$ cat src/rtl/my_mult.sv
// Two-stage signed fixed-point multiplier. It multiplies two Q16.16 operands,
// scales the product into a saturated 14-bit DAC code and sign-extends the code to the bus width.
module my_mult #(
  parameter int DATA_WIDTH = 32,
  parameter int OUT_WIDTH  = 14,
  parameter int INT_WIDTH  = 16,
  parameter int BIT_SHIFT  = 0,
  parameter int INT_FORMAT = 2,
  parameter int DEC_FORMAT = 16
) (
  input  logic                  clk,
  input  logic                  rst_n,
  input  logic [DATA_WIDTH-1:0] a,
  input  logic [DATA_WIDTH-1:0] b,
  output logic [DATA_WIDTH-1:0] p,
  output logic                  sat
);

  localparam int PROD_WIDTH = 2 * DATA_WIDTH;
  localparam int SHIFT      = 2 * DEC_FORMAT - (OUT_WIDTH - INT_FORMAT) - BIT_SHIFT;
  localparam int SHIFT_AMT  = (SHIFT < 0) ? 0 : SHIFT;

  generate
    if (SHIFT < 0) begin : g_bad_shift
      $error("my_mult: BIT_SHIFT too large, scaling shift would be negative");
    end
    if (INT_WIDTH + DEC_FORMAT != DATA_WIDTH) begin : g_bad_format
      $error("my_mult: INT_WIDTH + DEC_FORMAT must equal DATA_WIDTH");
    end
    if (OUT_WIDTH >= DATA_WIDTH) begin : g_bad_out
      $error("my_mult: OUT_WIDTH must be narrower than DATA_WIDTH");
    end
  endgenerate

  logic [DATA_WIDTH-1:0]        a_reg, b_reg;
  logic [DATA_WIDTH-1:0]        p_reg, p_next;
  logic                         sat_reg, sat_next;
  logic signed [PROD_WIDTH-1:0] a_ext, b_ext, product, scaled;
  logic                         in_range;
  logic [OUT_WIDTH-1:0]         code_next;

  always_ff @(posedge clk or negedge rst_n) begin
    if (!rst_n) begin
      a_reg   <= '0;
      b_reg   <= '0;
      p_reg   <= '0;
      sat_reg <= 1'b0;
    end else begin
      a_reg   <= a;
      b_reg   <= b;
      p_reg   <= p_next;
      sat_reg <= sat_next;
    end
  end

  always_comb begin
    a_ext   = {{DATA_WIDTH{a_reg[DATA_WIDTH-1]}}, a_reg};
    b_ext   = {{DATA_WIDTH{b_reg[DATA_WIDTH-1]}}, b_reg};
    // The full-width product cannot overflow: even (-2^31)^2 = 2^62 fits.
    product = a_ext * b_ext;
    scaled  = product >>> SHIFT_AMT;

    // The value fits the code when every bit above the code's sign bit matches that sign bit.
    in_range = (&scaled[PROD_WIDTH-1:OUT_WIDTH-1]) | ~(|scaled[PROD_WIDTH-1:OUT_WIDTH-1]);

    code_next = scaled[OUT_WIDTH-1:0];
    sat_next  = 1'b0;
    if (!in_range) begin
      sat_next = 1'b1;
      if (scaled[PROD_WIDTH-1]) begin
        code_next = {1'b1, {(OUT_WIDTH-1){1'b0}}};
      end else begin
        code_next = {1'b0, {(OUT_WIDTH-1){1'b1}}};
      end
    end

    p_next = {{(DATA_WIDTH-OUT_WIDTH){code_next[OUT_WIDTH-1]}}, code_next};
  end

  assign p   = p_reg;
  assign sat = sat_reg;

endmodule

$ cat config.mk
export PLATFORM = sky130hd
export DESIGN_NAME = my_mult
export DESIGN_NICKNAME = d
export VERILOG_FILES = /design/src/rtl/my_mult.sv
export SDC_FILE = /design/constraint.sdc
export NUM_CORES = 2
export LEC_CHECK = 0
export CAP_MARGIN = 20
export CORE_UTILIZATION = 50
export DETAILED_ROUTE_END_ITERATION = 10
export PLACE_DENSITY = 0.69
export SLEW_MARGIN = 20
export SYNTH_ARGS = -nofsm -noshare
export SYNTH_HDL_FRONTEND = slang
export SYNTH_SLANG_ARGS = --single-unit
$ cat constraint.sdc
create_clock -name clk -period 10.95 [get_ports clk]
set_input_delay 2.7375 -clock clk [delete_from_list [all_inputs] [get_ports clk]]
set_output_delay 2.7375 -clock clk [all_outputs]
set_load 0.05 [all_outputs]
==> After elaboration in Yosys (flattened, before gate mapping) <==
Index checks and enable logic that the tools add are counted.
{ "word_totals": {"ff_bits": 79, "latch_bits": 0, "ramBits": 0, "mem_bits_ro": 0, "n_memories": 0} }
{ "op_classes": {"n_addsub": 0, "n_mul": 1, "n_div": 0, "magnitude_cmp": 0, "eq_ne": 0, "shift": 0, "mux": 3, "bitwise_logic": 2, "n_reduce_logical": 2} }
{ "ops": {"columns": ["cell", "n"], "rows": [
  ["$mul 32x32->64", 1],
  ["$reduce_and 31->1", 1],
  ["$reduce_or 31->1", 1],
  ["$mux 14", 2],
  ["$mux 1", 1],
  ["$not 1->1", 1],
  ["$or 1x1->1", 1]
]} }

==> Depth between registers and ports, before layout <==
{ "depth": {"ltp_word": 5, "ltp_mapped": 32, "mapped_depth_nobuf": 29} }

==> Worst setup path before layout <==
Ideal clock, no wire load.
{ "synth_timing": {"path_type": "reg-to-reg", "startpoint": "reg a_reg[31]", "endpoint": "reg p_reg[3], in the netlist p[3]", "setup_time_ps": 119, "arrival_ps": 8855, "t_required_ps": 10831, "setup_slack_ps": 1976, "path_stages_with_launch": 31, "path_buffers": 3, "period_less_slack_ps": 8974, "path_cell_list": "dfrtp_1 -> clkbuf_1 -> nand2_1 -> inv_1 -> fa_1 -> fa_1 -> fa_1 -> inv_1 -> fa_1 -> inv_1 -> fa_1 -> fa_1 -> inv_1 -> fa_1 -> fa_1 -> inv_1 -> ha_1 -> clkbuf_1 -> and4_1 -> and2_1 -> a221oi_1 -> o31ai_1 -> a21oi_1 -> o21ai_1 -> a211o_1 -> nor3_1 -> nand4_1 -> or4_1 -> and2_4 -> buf_6 -> o21a_1"} }
{ "synth_between": {"elab_chain_cells": 5, "word_cells_on_any_way": 7, "cone_classes": "1 x mul; 2 x mux; 2 x bitwise; 2 x reduce/logical"} }
{ "synth_lines": {"columns": ["element", "line", "text"], "rows": [
  ["start: declaration", "35", "logic [DATA_WIDTH-1:0] a_reg, b_reg;"],
  ["start signal: assignment", "44", "a_reg <= '0;"],
  ["start signal: assignment", "49", "a_reg <= a;"],
  ["$mul 32x32->64 (*)", "60", "product = a_ext * b_ext;"],
  ["$reduce_or 31->1", "64", "in_range = (&scaled[PROD_WIDTH-1:OUT_WIDTH-1]) | ~(|scaled[PROD_WIDTH-1:OUT_WIDTH-1]);"],
  ["$not 1->1", "64", null],
  ["$or 1x1->1", "64", null],
  ["$mux 14 (*)", "68", "if (!in_range) begin"],
  ["named net code_next[3]", "40", "logic [OUT_WIDTH-1:0] code_next;"],
  ["end signal: assignment", "51", "p_reg <= p_next;"],
  ["end: declaration", "36", "logic [DATA_WIDTH-1:0] p_reg, p_next;"]
]} }
Mark *: on every way through the listed nets, which the timed path passes. The rest lies on a longest branch.

==> Worst setup path after layout <==
{ "layout_timing": {"startpoint": "reg b_reg[7]", "endpoint": "reg p_reg[1], in the netlist p[1]"} }
{ "layout_between": {"elab_chain_cells": 5, "word_cells_on_any_way": 7, "cone_classes": "1 x mul; 2 x mux; 2 x bitwise; 2 x reduce/logical"} }
{ "layout_lines": {"columns": ["element", "line", "text"], "rows": [
  ["start: declaration", "35", null],
  ["start signal: assignment", "45", "b_reg <= '0;"],
  ["start signal: assignment", "50", "b_reg <= b;"],
  ["$mul 32x32->64 (*)", "60", null],
  ["$reduce_or 31->1", "64", null],
  ["$not 1->1", "64", null],
  ["$or 1x1->1", "64", null],
  ["$mux 14 (*)", "68", null],
  ["named net code_next[1]", "40", null]
]} }
Marks and branches as above.

==> flow_summary.ini <==
[grt]
grt_max_degree = 46
top_usage_layer = met2
grt_pass1_wl_mm = 165
grt.met1_usage_pct = 33.9
antenna_found_initial = 0
grt_pass1_vias = 30400
met2_usage_pct = 48.6
grt_overflow = 0
grt_usage_pct = 27.2
grtUsageMet3_pct = 2.83

[synthesis]
synthTopCellsByArea = fa_1 (55%), inv_1 (9.3%), and2_1 (8.1%)
synth_ff_type = dfrtp_1
synth_top_area_cell = fa_1
synth.most_common_cell = fa_1
synth_top_area_share_pct = 55.4
synth-async-reset-ratio_pct = 100
yosysWarnings = 0
synth_area_um2 = 39100
synth_nets = 5447
ys_seq_elements = 79
seq_area_frac_synth_pct = 5.06
synthDistinctLibCells = 73
synth_area_per_cell_um2 = 9.48
synthCells = 4120
yosys-top-cells-count = fa_1 (1081), inv_1 (963), nand2_1 (555)
synth_edf_count = 0

[clock_network]
clk_latency_ps = 420
cts_buffers = 9
cts_root_buffer = clkbuf_16
tritoncts = built
clock_path_buffers = 2
clock-sinks = 79
cts_resized = 0
path_clk_slew_ps = 90
post_cts_buffers = 0
hold_buffers = 0
htree_levels = 3

[placed_design]
pre_cts_ws_ps = 650
portBuffers = 98
dp_hpwl_mm = 85.1
placed_cells = 5079
gp_congestion = 0.947

[route]
first_pass_iters = 5
via_per_inst = 5.37
avgRoutedWirePerCell_um = 19.6
postRouteAntennaNets = 0
drtIter0Drc = 1527
routed_wl_mm = 99.8
vias = 27400
remaining_drc_errors = 0

[floorplan]
initial_core_util_pct = 50.5
core_area_um2 = 77300
rows = 102
io_pins = 99
fp.dieW_um = 282
dieArea_um2 = 79200
die_y_um = 282

[worst_setup_path]
slowest_delay_ps = 870
cp_slowest_cell = fa_1
endpoint_kind = flip-flop
cp_data_required_time_ps = 11230
cp-start-kind = flip-flop
crit_arrival_ps = 10420
path_common_cell = fa_1
worstSetupPathType = reg -> reg
crit_fanout = 32

[timing]
tightest_slew_ps = 1180
drv_slew = 0
hold_viol = 0
finalCritPeriodShare_pct = 92.5
fmax_ghz = 0.0987
finalWorstSetupSlack_ps = 816
setup_tns_ps = 0
finClkSkew_ps = 25.8
finalSetupViolCount = 0
finalCriticalPeriod_ps = 10130
relSlewSlack_pct = 21.0
grt_setup_unrepaired = no

[finish]
fin_nets = 5379
drive_gt1_share_pct = 2.54
fin_cells = 5099
fillers = 7068
syn_to_final_growth_pct = 5.48

[outcome]
outcome = complete, no violations

[hold_path]
hold_class = reg -> reg

[flow_run]
drv_cap = 0
-- layout by cell type (no fill, tap or decap), types with 4 or more instances in the layout --
cell type / instances
o21bai_1: 11
o31ai_1: 4
a221oi_1: 4
a21o_1: 10
and2_1: 507
nor4_1: 7
ha_1: 180
o21a_1: 28
dfrtp_1: 76
clkbuf_16: 9
or3_1: 7
a211oi_1: 11
nor3_1: 14
o21ai_1: 12
a31oi_1: 6
a21oi_1: 70
xor2_1: 20
o211a_1: 4
nand3_1: 19
nand2b_1: 13
nor3b_1: 4
clkdlybuf4s50_1: 97
nor2_1: 71
buf_4: 63
nand2_1: 555
inv_1: 963
fa_1: 1081
nor2b_1: 5
o21ai_0: 50
and3_1: 6
xnor2_1: 32
and4_1: 11
nand4_1: 30
o211ai_1: 14
-- metrics by stage --
stage / utilization, % / instance area (um^2) / hold slack [ps]
after detailed placement: 52.8 / 40800 / 1880
after global placement: 52.8 / 40800 / 1880
final: 53.3 / 41200 / 1920
after floorplan: - / 39100 / 1160
after CTS: 53.2 / 41200 / 1890
after global routing: 53.3 / 41200 / 2090
-- worst max-delay path, delay by kind of cell (launching register included) --
| family | cells | cell delay (ps) |
|---|---|---|
| adders and majority gates | 9 | 4950 |
| and+or+nand+nor | 7 | 1930 |
| AOI/OAI and AO/OA | 6 | 1430 |
| buffers and inverters | 6 | 850 |
| DFF | 1 | 810 |
-- logic make-up after synthesis --
family | synth area share (%)
buffers and inverters | 11.8
DFF | 5.06
muxes | 0.0513
and+or+nand+nor | 16.4
adders and majority gates | 61.2
AOI/OAI and AO/OA | 4.41
xor gates and xnor gates | 1.17
-- worst paths after layout --
| check | startpoint | endpoint | slack, ps | cells after the start |
|---|---|---|---|---|
| min in group asynchronous | rst_n | a_reg[1]$_DFF_PN0_ | 2380 | 1 |
| max reg2reg | b_reg[7]$_DFF_PN0_ | p[1]$_DFF_PN0_ | 820 | 28 |
| max | b_reg[7]$_DFF_PN0_ | p[1]$_DFF_PN0_ | 820 | 28 |
| max in group asynchronous | rst_n | a_reg[7]$_DFF_PN0_ | 7410 | 2 |
| min reg2reg | b_reg[29]$_DFF_PN0_ | p[13]$_DFF_PN0_ | 1920 | 9 |
| min | b_reg[29]$_DFF_PN0_ | p[13]$_DFF_PN0_ | 1920 | 9 |
-- routing by layer --
metal | vias up | wire length (um)
met1 | 14600 | 38600
li1 | 11800 | -
met4 | 0 | 3960
met5 | - | 0
met2 | 778 | 52800
met3 | 186 | 4390
-- area by class of cell --
class | count | area (um^2) | area share [%]
antenna | 2 | 5.00 | 0.0121
clock buffer | 9 | 225 | 0.547
clock inverter | 7 | 120 | 0.292
inverter | 963 | 3610 | 8.77
multi-input combinational | 2837 | 32500 | 78.8
sequential | 79 | 1980 | 4.81
tap | 1040 | 1300 | 3.16
timing repair buffer | 162 | 1470 | 3.58
Power is not shown: default switching activity piles up to over one toggle a cycle in this logic, so the estimate is an artifact.
